File: config.mk
export PLATFORM = sky130hd
export DESIGN_NAME = sonar_medida_uc
export DESIGN_NICKNAME = d
export VERILOG_FILES = /design/src/rtl/sonar_medida_uc.sv
export SDC_FILE = /design/constraint.sdc
export NUM_CORES = 1
export LEC_CHECK = 0
export CORE_MARGIN = 2
export CORE_UTILIZATION = 48
export CTS_CLUSTER_SIZE = 40
export DETAILED_ROUTE_END_ITERATION = 10
export HOLD_SLACK_MARGIN = 0.05
export PLACE_DENSITY = 0.76
export SYNTH_ARGS = -nofsm -noshare
export SYNTH_HDL_FRONTEND = slang
export SYNTH_SLANG_ARGS = --single-unit
File: constraint.sdc
create_clock -name clock -period 2 [get_ports clock]
set_input_delay 0.6 -clock clock [delete_from_list [all_inputs] [get_ports clock]]
set_output_delay 0.6 -clock clock [all_outputs]
set_load 0.02 [all_outputs]
File: src/rtl/sonar_medida_uc.sv
// sonar_medida_uc: control unit for one ultrasonic range measurement.
// It drives the trigger pulse and waits for the echo. It clears and watches
// contador_cm, latches the BCD distance and flags an echo timeout.
// Operation is single-shot or continuous with a fixed gap between measurements.
//
// Ports:
//   clock, reset          rising-edge clock; asynchronous active-high reset
//   medir, modo_continuo  start request (sampled in inicial); 1 = repeat
//   echo                  sensor echo (also routed to contador_cm pulso)
//   pronto_cm             end-of-count pulse from contador_cm
//   distancia_cm          3-digit BCD count from contador_cm
//   trigger, zera_cm      sensor trigger; synchronous clear of contador_cm
//   medida, pronto        last valid distance (BCD); one-cycle new-value pulse
//   timeout               sticky echo-timeout flag, cleared in preparacao
//   db_estado             current state code for debug
//
// Optional build macro SINCRONIZA_ECHO_EN inserts a 2-FF synchronizer on echo.
// It adds two cycles of echo-to-mede latency and leaves the ports unchanged.

module sonar_medida_uc #(
   parameter int TRIG_CICLOS      = 500,
   parameter int TIMEOUT_CICLOS   = 1500000,
   parameter int INTERVALO_CICLOS = 3000000,
   parameter int CNT_W            = 22
) (
   input  logic        clock,
   input  logic        reset,
   input  logic        medir,
   input  logic        modo_continuo,
   input  logic        echo,
   input  logic        pronto_cm,
   input  logic [11:0] distancia_cm,
   output logic        trigger,
   output logic        zera_cm,
   output logic [11:0] medida,
   output logic        pronto,
   output logic        timeout,
   output logic [3:0]  db_estado
);

   localparam logic [CNT_W-1:0] TRIG_FIM      = CNT_W'(TRIG_CICLOS - 1);
   localparam logic [CNT_W-1:0] TIMEOUT_FIM   = CNT_W'(TIMEOUT_CICLOS - 1);
   localparam logic [CNT_W-1:0] INTERVALO_FIM = CNT_W'(INTERVALO_CICLOS - 1);

   typedef enum logic [3:0] {
      INICIAL       = 4'd0,
      PREPARACAO    = 4'd1,
      ENVIA_TRIGGER = 4'd2,
      ESPERA_ECHO   = 4'd3,
      MEDE          = 4'd4,
      ARMAZENA      = 4'd5,
      FINAL         = 4'd6,
      ERRO          = 4'd7,
      INTERVALO     = 4'd8
   } estado_t;

   estado_t          estado;
   estado_t          prox;
   logic [CNT_W-1:0] cnt;
   logic             echo_fsm;

`ifdef SINCRONIZA_ECHO_EN
   logic [1:0] echo_sinc;

   always_ff @(posedge clock or posedge reset) begin
      if (reset) echo_sinc <= 2'b00;
      else       echo_sinc <= {echo_sinc[0], echo};
   end

   assign echo_fsm = echo_sinc[1];
`else
   assign echo_fsm = echo;
`endif

   // Next-state decision. The echo timeout shares cnt across espera_echo and
   // mede, so the same terminal value is checked in both states.
   always_comb begin
      prox = INICIAL;
      case (estado)
         INICIAL:       prox = medir ? PREPARACAO : INICIAL;
         PREPARACAO:    prox = ENVIA_TRIGGER;
         ENVIA_TRIGGER: prox = (cnt == TRIG_FIM) ? ESPERA_ECHO : ENVIA_TRIGGER;
         ESPERA_ECHO: begin
            if (echo_fsm)                prox = MEDE;
            else if (cnt == TIMEOUT_FIM) prox = ERRO;
            else                         prox = ESPERA_ECHO;
         end
         MEDE: begin
            // End of count wins over a timeout in the same cycle.
            if (pronto_cm)               prox = ARMAZENA;
            else if (cnt == TIMEOUT_FIM) prox = ERRO;
            else                         prox = MEDE;
         end
         ARMAZENA:      prox = FINAL;
         FINAL:         prox = modo_continuo ? INTERVALO : INICIAL;
         ERRO:          prox = modo_continuo ? INTERVALO : INICIAL;
         INTERVALO: begin
            if (!modo_continuo)            prox = INICIAL;
            else if (cnt == INTERVALO_FIM) prox = PREPARACAO;
            else                           prox = INTERVALO;
         end
         default:       prox = INICIAL;
      endcase
   end

   // State register and registered outputs. The Moore outputs are decoded
   // from the state being entered, so they change on the same edge as the
   // state and carry no extra cycle of delay.
   always_ff @(posedge clock or posedge reset) begin
      if (reset) begin
         estado    <= INICIAL;
         cnt       <= '0;
         trigger   <= 1'b0;
         zera_cm   <= 1'b0;
         medida    <= 12'h000;
         pronto    <= 1'b0;
         timeout   <= 1'b0;
         db_estado <= 4'd0;
      end else begin
         estado    <= prox;
         trigger   <= (prox == ENVIA_TRIGGER);
         zera_cm   <= (prox == PREPARACAO);
         pronto    <= (prox == FINAL);
         db_estado <= prox;

         // cnt restarts on every state change except espera_echo -> mede.
         // That transition keeps counting, so the timeout covers both states.
         if ((prox != estado) && !((estado == ESPERA_ECHO) && (prox == MEDE)))
            cnt <= '0;
         else if (estado inside {ENVIA_TRIGGER, ESPERA_ECHO, MEDE, INTERVALO})
            cnt <= cnt + CNT_W'(1);

         if (estado == ARMAZENA)
            medida <= distancia_cm;

         if (prox == PREPARACAO)
            timeout <= 1'b0;
         else if (prox == ERRO)
            timeout <= 1'b1;
      end
   end

endmodule

# After elaboration in Yosys (flattened, before gate mapping)
# Cells that the tools add are included.
# classes
add_sub_neg	1
n_eq_ne	17
mux	14
n_reduce_logical	8
# ops
operator	n
2-to-1 mux 22 bit	2
one-hot mux 4 bit (8 select lines)	1
equality test 4 x 3 -> 1 bit, second input constant	7
adder 22 x 1 -> 22 bit, second input constant	1
equality test 22 x 21 -> 1 bit, second input constant	1
equality test 22 bit, second input constant	1
equality test 22 x 9 -> 1 bit, second input constant	1
equality test 4 x 2 -> 1 bit, second input constant	3
2-to-1 mux 4 bit	3
equality test 4 x 1 -> 1 bit, second input constant	2
2-to-1 mux 3 bit	2
equality test 4 bit, second input constant	1
zero test 4 bit	1
2-to-1 mux 1 bit	4
2-to-1 mux 2 bit	2
!= test 4 bit	1
nonzero test 2 bit	2
nonzero test 4 bit	1
logical AND 1 bit	2
OR reduction 2 bit	1
zero test 1 bit	1
# word_totals
register_bits	42
input_bits	18
out_inout_bits	20
elab_cells	47

# Logic depth before layout (Yosys ltp)
# logic_depth
depth_word	9
ltp_mapped	8
ltp_nobuf	7

# Worst setup path before layout
# OpenSTA, ideal clock, no wires.
# synth_path
path_kind	reg2reg
startpoint	reg cnt[0]
endpoint	reg cnt[0]
t_arrival_ns	2.008
setup_slack_ns	-0.131
path_stages_with_launch	9
path_buffers	1
cell_sequence	dfrtp_1 ha_1 and4_1 and4_4 and2_4 a221oi_4 mux2i_2 buf_6 nor3_2
# synth_via
elab_chain_cells	9
# synth_lines
element	line	rtl
start: declaration	59	logic [CNT_W-1:0] cnt;
start signal: assignment	131	cnt <= cnt + CNT_W'(1);
equality test 22 bit / equality test 22 x 21 -> 1 bit (equally long branches)	99, 85, 91	
2-to-1 mux 4 bit (tied with other cells)	99	else if (cnt == INTERVALO_FIM) prox = PREPARACAO;
2-to-1 mux 4 bit (tied with other cells)	98	if (!modo_continuo) prox = INICIAL;
one-hot mux 4 bit (8 select lines)	79	case (estado)
equality test 4 x 3 -> 1 bit	128	if ((prox != estado) && !((estado == ESPERA_ECHO) && (prox == MEDE)))
logical AND 1 bit	128	
zero test 1 bit	128	
logical AND 1 bit	128	
2-to-1 mux 22 bit / nonzero test 2 bit (equally long branches)	-	
# Several ways; a longest one is shown, not always the timed one. The select of a mux whose other input is x is not followed.
# A chain may end at the register's enable or synchronous reset.

# Worst setup path in the final report
# layout_path
startpoint	reg cnt[17]
endpoint	reg cnt[3]
# layout_via
elab_chain_cells	9
# layout_lines
element	line
equality test 22 bit / equality test 22 x 21 -> 1 bit (equally long branches)	99, 85, 91
2-to-1 mux 4 bit (tied with other cells)	99
2-to-1 mux 4 bit (tied with other cells)	98
one-hot mux 4 bit (8 select lines) *	79
equality test 4 x 3 -> 1 bit	128
logical AND 1 bit	128
zero test 1 bit	128
logical AND 1 bit *	128
2-to-1 mux 22 bit / nonzero test 2 bit (equally long branches)	-
# Mark *: on every way between the ends. The rest lies on a longest branch, timed or not.

==> run_results.csv <==
group,metric,value,unit
run,max-cap-violations,0,
timing,setup_slack,-168,ps
synthesis,synthArstFlopShare,1.00,
setup_path,path_max_fanout,6,
power_and_ir_drop,p_leak,1.56,nW
cells_and_area,nNetsFinal,323,
cells_and_area,final_area,0.00350,mm2
die,fp.dieH,74.4,um
synthesis,syn_area,0.00238,mm2
routing,firstDrtPassIters,4,
setup_path,slowest_stage,"dfrtp_1",
die,design.die.area,0.00553,mm2
routing,drt_iter0_markers,82,
global_route,grt_max_degree,16,
outcome,status,"complete, but fails checks",
place,place_area,0.00323,mm2
routing,drcViolationCount,0,
setup_path,worstPathCellList,"nor4_2 > buf_4 > and4_4 > and2_4 > a221oi_4 > mux2i_4 > buf_12 > buf_12 > nor4_4",
synthesis,synth_nets,231,
synthesis,avgSynthCellArea,11.2,um2
setup_path,cp.arrival,2380,ps
cells_and_area,final_common_cell,"buf_4",
synthesis,netlist_instances,212,
cells_and_area,fin_cells,372,
global_route,grt_pass1_vias,2023,
synthesis,ys_warn_count,0,
clock_network,htreeDepth,2,
die,start_util,0.500,
synthesis,synth_flop_cell,"dfrtp_1",
setup_path,cpPeakStageDelay,420,ps
synthesis,synth_enable_flop_cells,0,
clock_network,clock_latency,300,ps
power_and_ir_drop,power.total,4.24,mW
die,fp-row-count,25,
die,io-pin-count,38,
timing,tightest_slew,574,ps
clock_network,cts.clk_slew.worst_paths,80,ps
die,core,0.00475,mm2
clock_network,clock-root-buffer,"clkbuf_8",
routing,vias_per_cell,5.35,
cells_and_area,final_cell_mix,"buf_4 (52), dfrtp_1 (40), clkdlybuf4s50_1 (31)",
clock_network,cts.sinks,42,
die,die_w,74.4,um
synthesis,ys_seq_elements,42,
global_route,grt-ovfl-total,0,
routing,antenna_left,0,
setup_path,crit_required,2210,ps
global_route,grt_usage,0.231,
setup_path,critPathCaptureType,"flip-flop",
timing,fmax,461,MHz
place,numPortBuffers,37,
global_route,grt_pass1_wl,9.68,mm
synthesis,ys_types,51,
cells_and_area,diodes,0,
timing,period_share,1.08,
clock_network,cts_tree,"yes",
routing,routed_wl,6.05,mm
place,hpwl,4.19,mm
timing,finClkSkew,6.46,ps
timing,slew_violations,0,
timing,rsz0062_at_grt,"yes",
setup_path,path_class,"flip-flop to flip-flop",
setup_path,critical-path-top-delay-family,"simple AND/OR/NAND/NOR gates",
clock_network,clk_path_buf_depth,2,
cells_and_area,drive_above_1_share,0.410,
routing,wl_per_cell,16.3,um
place,place.gp.congestion,0.876,
place,place_inst,360,
outcome,violations,"negative setup slack",
setup_path,critical_path.most_common_cell,"buf_12",
power_and_ir_drop,p_per_area,1210,mW/mm2
routing,vias,1990,
timing,maxSlewHeadroom,0.617,
setup_path,worst_setup_path_start_kind,"flip-flop",
timing,finalHoldViolCount,0,
cells_and_area,area_growth,47.5,%
setup_path,critPathBufInv,3,
clock_network,numCtsBuffers,5,
timing,holdWs,508,ps
timing,setup_viol_count_final,22,
synthesis,synth_seq_area_share,0.442,
global_route,antenna_found_initial,0,
power_and_ir_drop,peakVddDrop,943,uV
timing,finalCriticalPeriod,2170,ps
hold_path,hp-class,"flip-flop to flip-flop",
-- final timing paths --
| path | depth (start not counted) | from | end | slack, ps |
|---|---|---|---|---|
| max in group asynchronous | 3 | reset | medida[5] | 840 |
| max | 9 | cnt[17] | cnt[3] | -170 |
| min reg2reg | 1 | medida[11] | medida[11] | 510 |
| max reg2reg | 9 | cnt[17] | cnt[3] | -170 |
| min in group asynchronous | 2 | reset | medida[2] | 650 |
| min | 1 | medida[11] | medida[11] | 510 |
-- final cells by class --
| type | instances | area (um2) |
|---|---|---|
| clock buffers | 6 | 82.6 |
| clock inverters | 2 | 60.1 |
| fillers | 332 | 1250 |
| inverters | 7 | 26.3 |
| multi-input cells | 152 | 1310 |
| flip-flops and latches | 42 | 1050 |
| well taps | 67 | 83.8 |
| repair buffers | 96 | 892 |
-- metal layers --
metal,part of all wire,track usage
met1,0.44,0.298
met2,0.50,0.398
met3,0.051,0.0488
met4,0.010,0.0635
met5,0,0
-- cell usage after synthesis (2+ instances only) --
master / instances / area (um2)
dfrtp_1: 42 / 1050
nor3_2: 22 / 220
xor2_1: 15 / 131
nand2_1: 14 / 52.6
mux2_2: 12 / 135
nand4_1: 9 / 56.3
nor2_1: 7 / 26.3
and3_1: 6 / 37.5
inv_1: 6 / 22.5
nand3_1: 6 / 30.0
xnor2_1: 6 / 52.6
buf_2: 4 / 20.0
buf_6: 4 / 45.0
nor4_1: 4 / 25.0
a21o_1: 3 / 22.5
a21oi_1: 3 / 15.0
nor2b_1: 3 / 18.8
nor3_1: 3 / 15.0
nor3b_1: 3 / 22.5
a21oi_2: 2 / 17.5
and2_1: 2 / 12.5
and4_1: 2 / 17.5
and4b_1: 2 / 20.0
clkbuf_4: 2 / 15.0
nand2b_1: 2 / 12.5
nor4bb_1: 2 / 20.0
o22ai_1: 2 / 12.5
-- flip-flops by register name (all words and copies together) (netlist names) --
name	cells
cnt	22
estado	4
medida	12
pronto	1
timeout	1
trigger	1
zera_cm	1
-- where the power goes --
group / total [mW] / internal (mW) / switching (mW)
registers: 1.16 / 1.03 / 0.128
clock network: 0.841 / 0.533 / 0.309
logic: 2.24 / 1.13 / 1.10
total: 4.24 / 2.70 / 1.54
-- through the flow --
step	util	TNS [ps]	setup WS, ps
floorplan	-	-1800	-89.8
global placement	0.680	-13090	-565
detailed placement	0.680	-14790	-626
CTS	0.727	-2830	-163
global route	0.737	-5580	-299
finish	0.737	-3110	-168
-- kinds of logic (layout without fill, tap and decap cells) --
kind of cell | count (synthesis) | in the layout | synth area share
flops | 42 | 42 | 0.442
compound gates | 19 | 19 | 0.0653
fa+ha+maj | 1 | 1 | 0.00527
buf+inv | 18 | 111 | 0.0463
mux | 15 | 15 | 0.0732
simple gates | 96 | 96 | 0.290
xor+xnor | 21 | 21 | 0.0774
-- repair_timing --
item	in CTS	in global routing
endpoints found under the setup margin	28	25
cloned	1	0
hold buffers	0	0
gates resized for setup	17	5
setup buffers	2	2
pin swaps	11	4
Power figures use the tool's default switching activity.
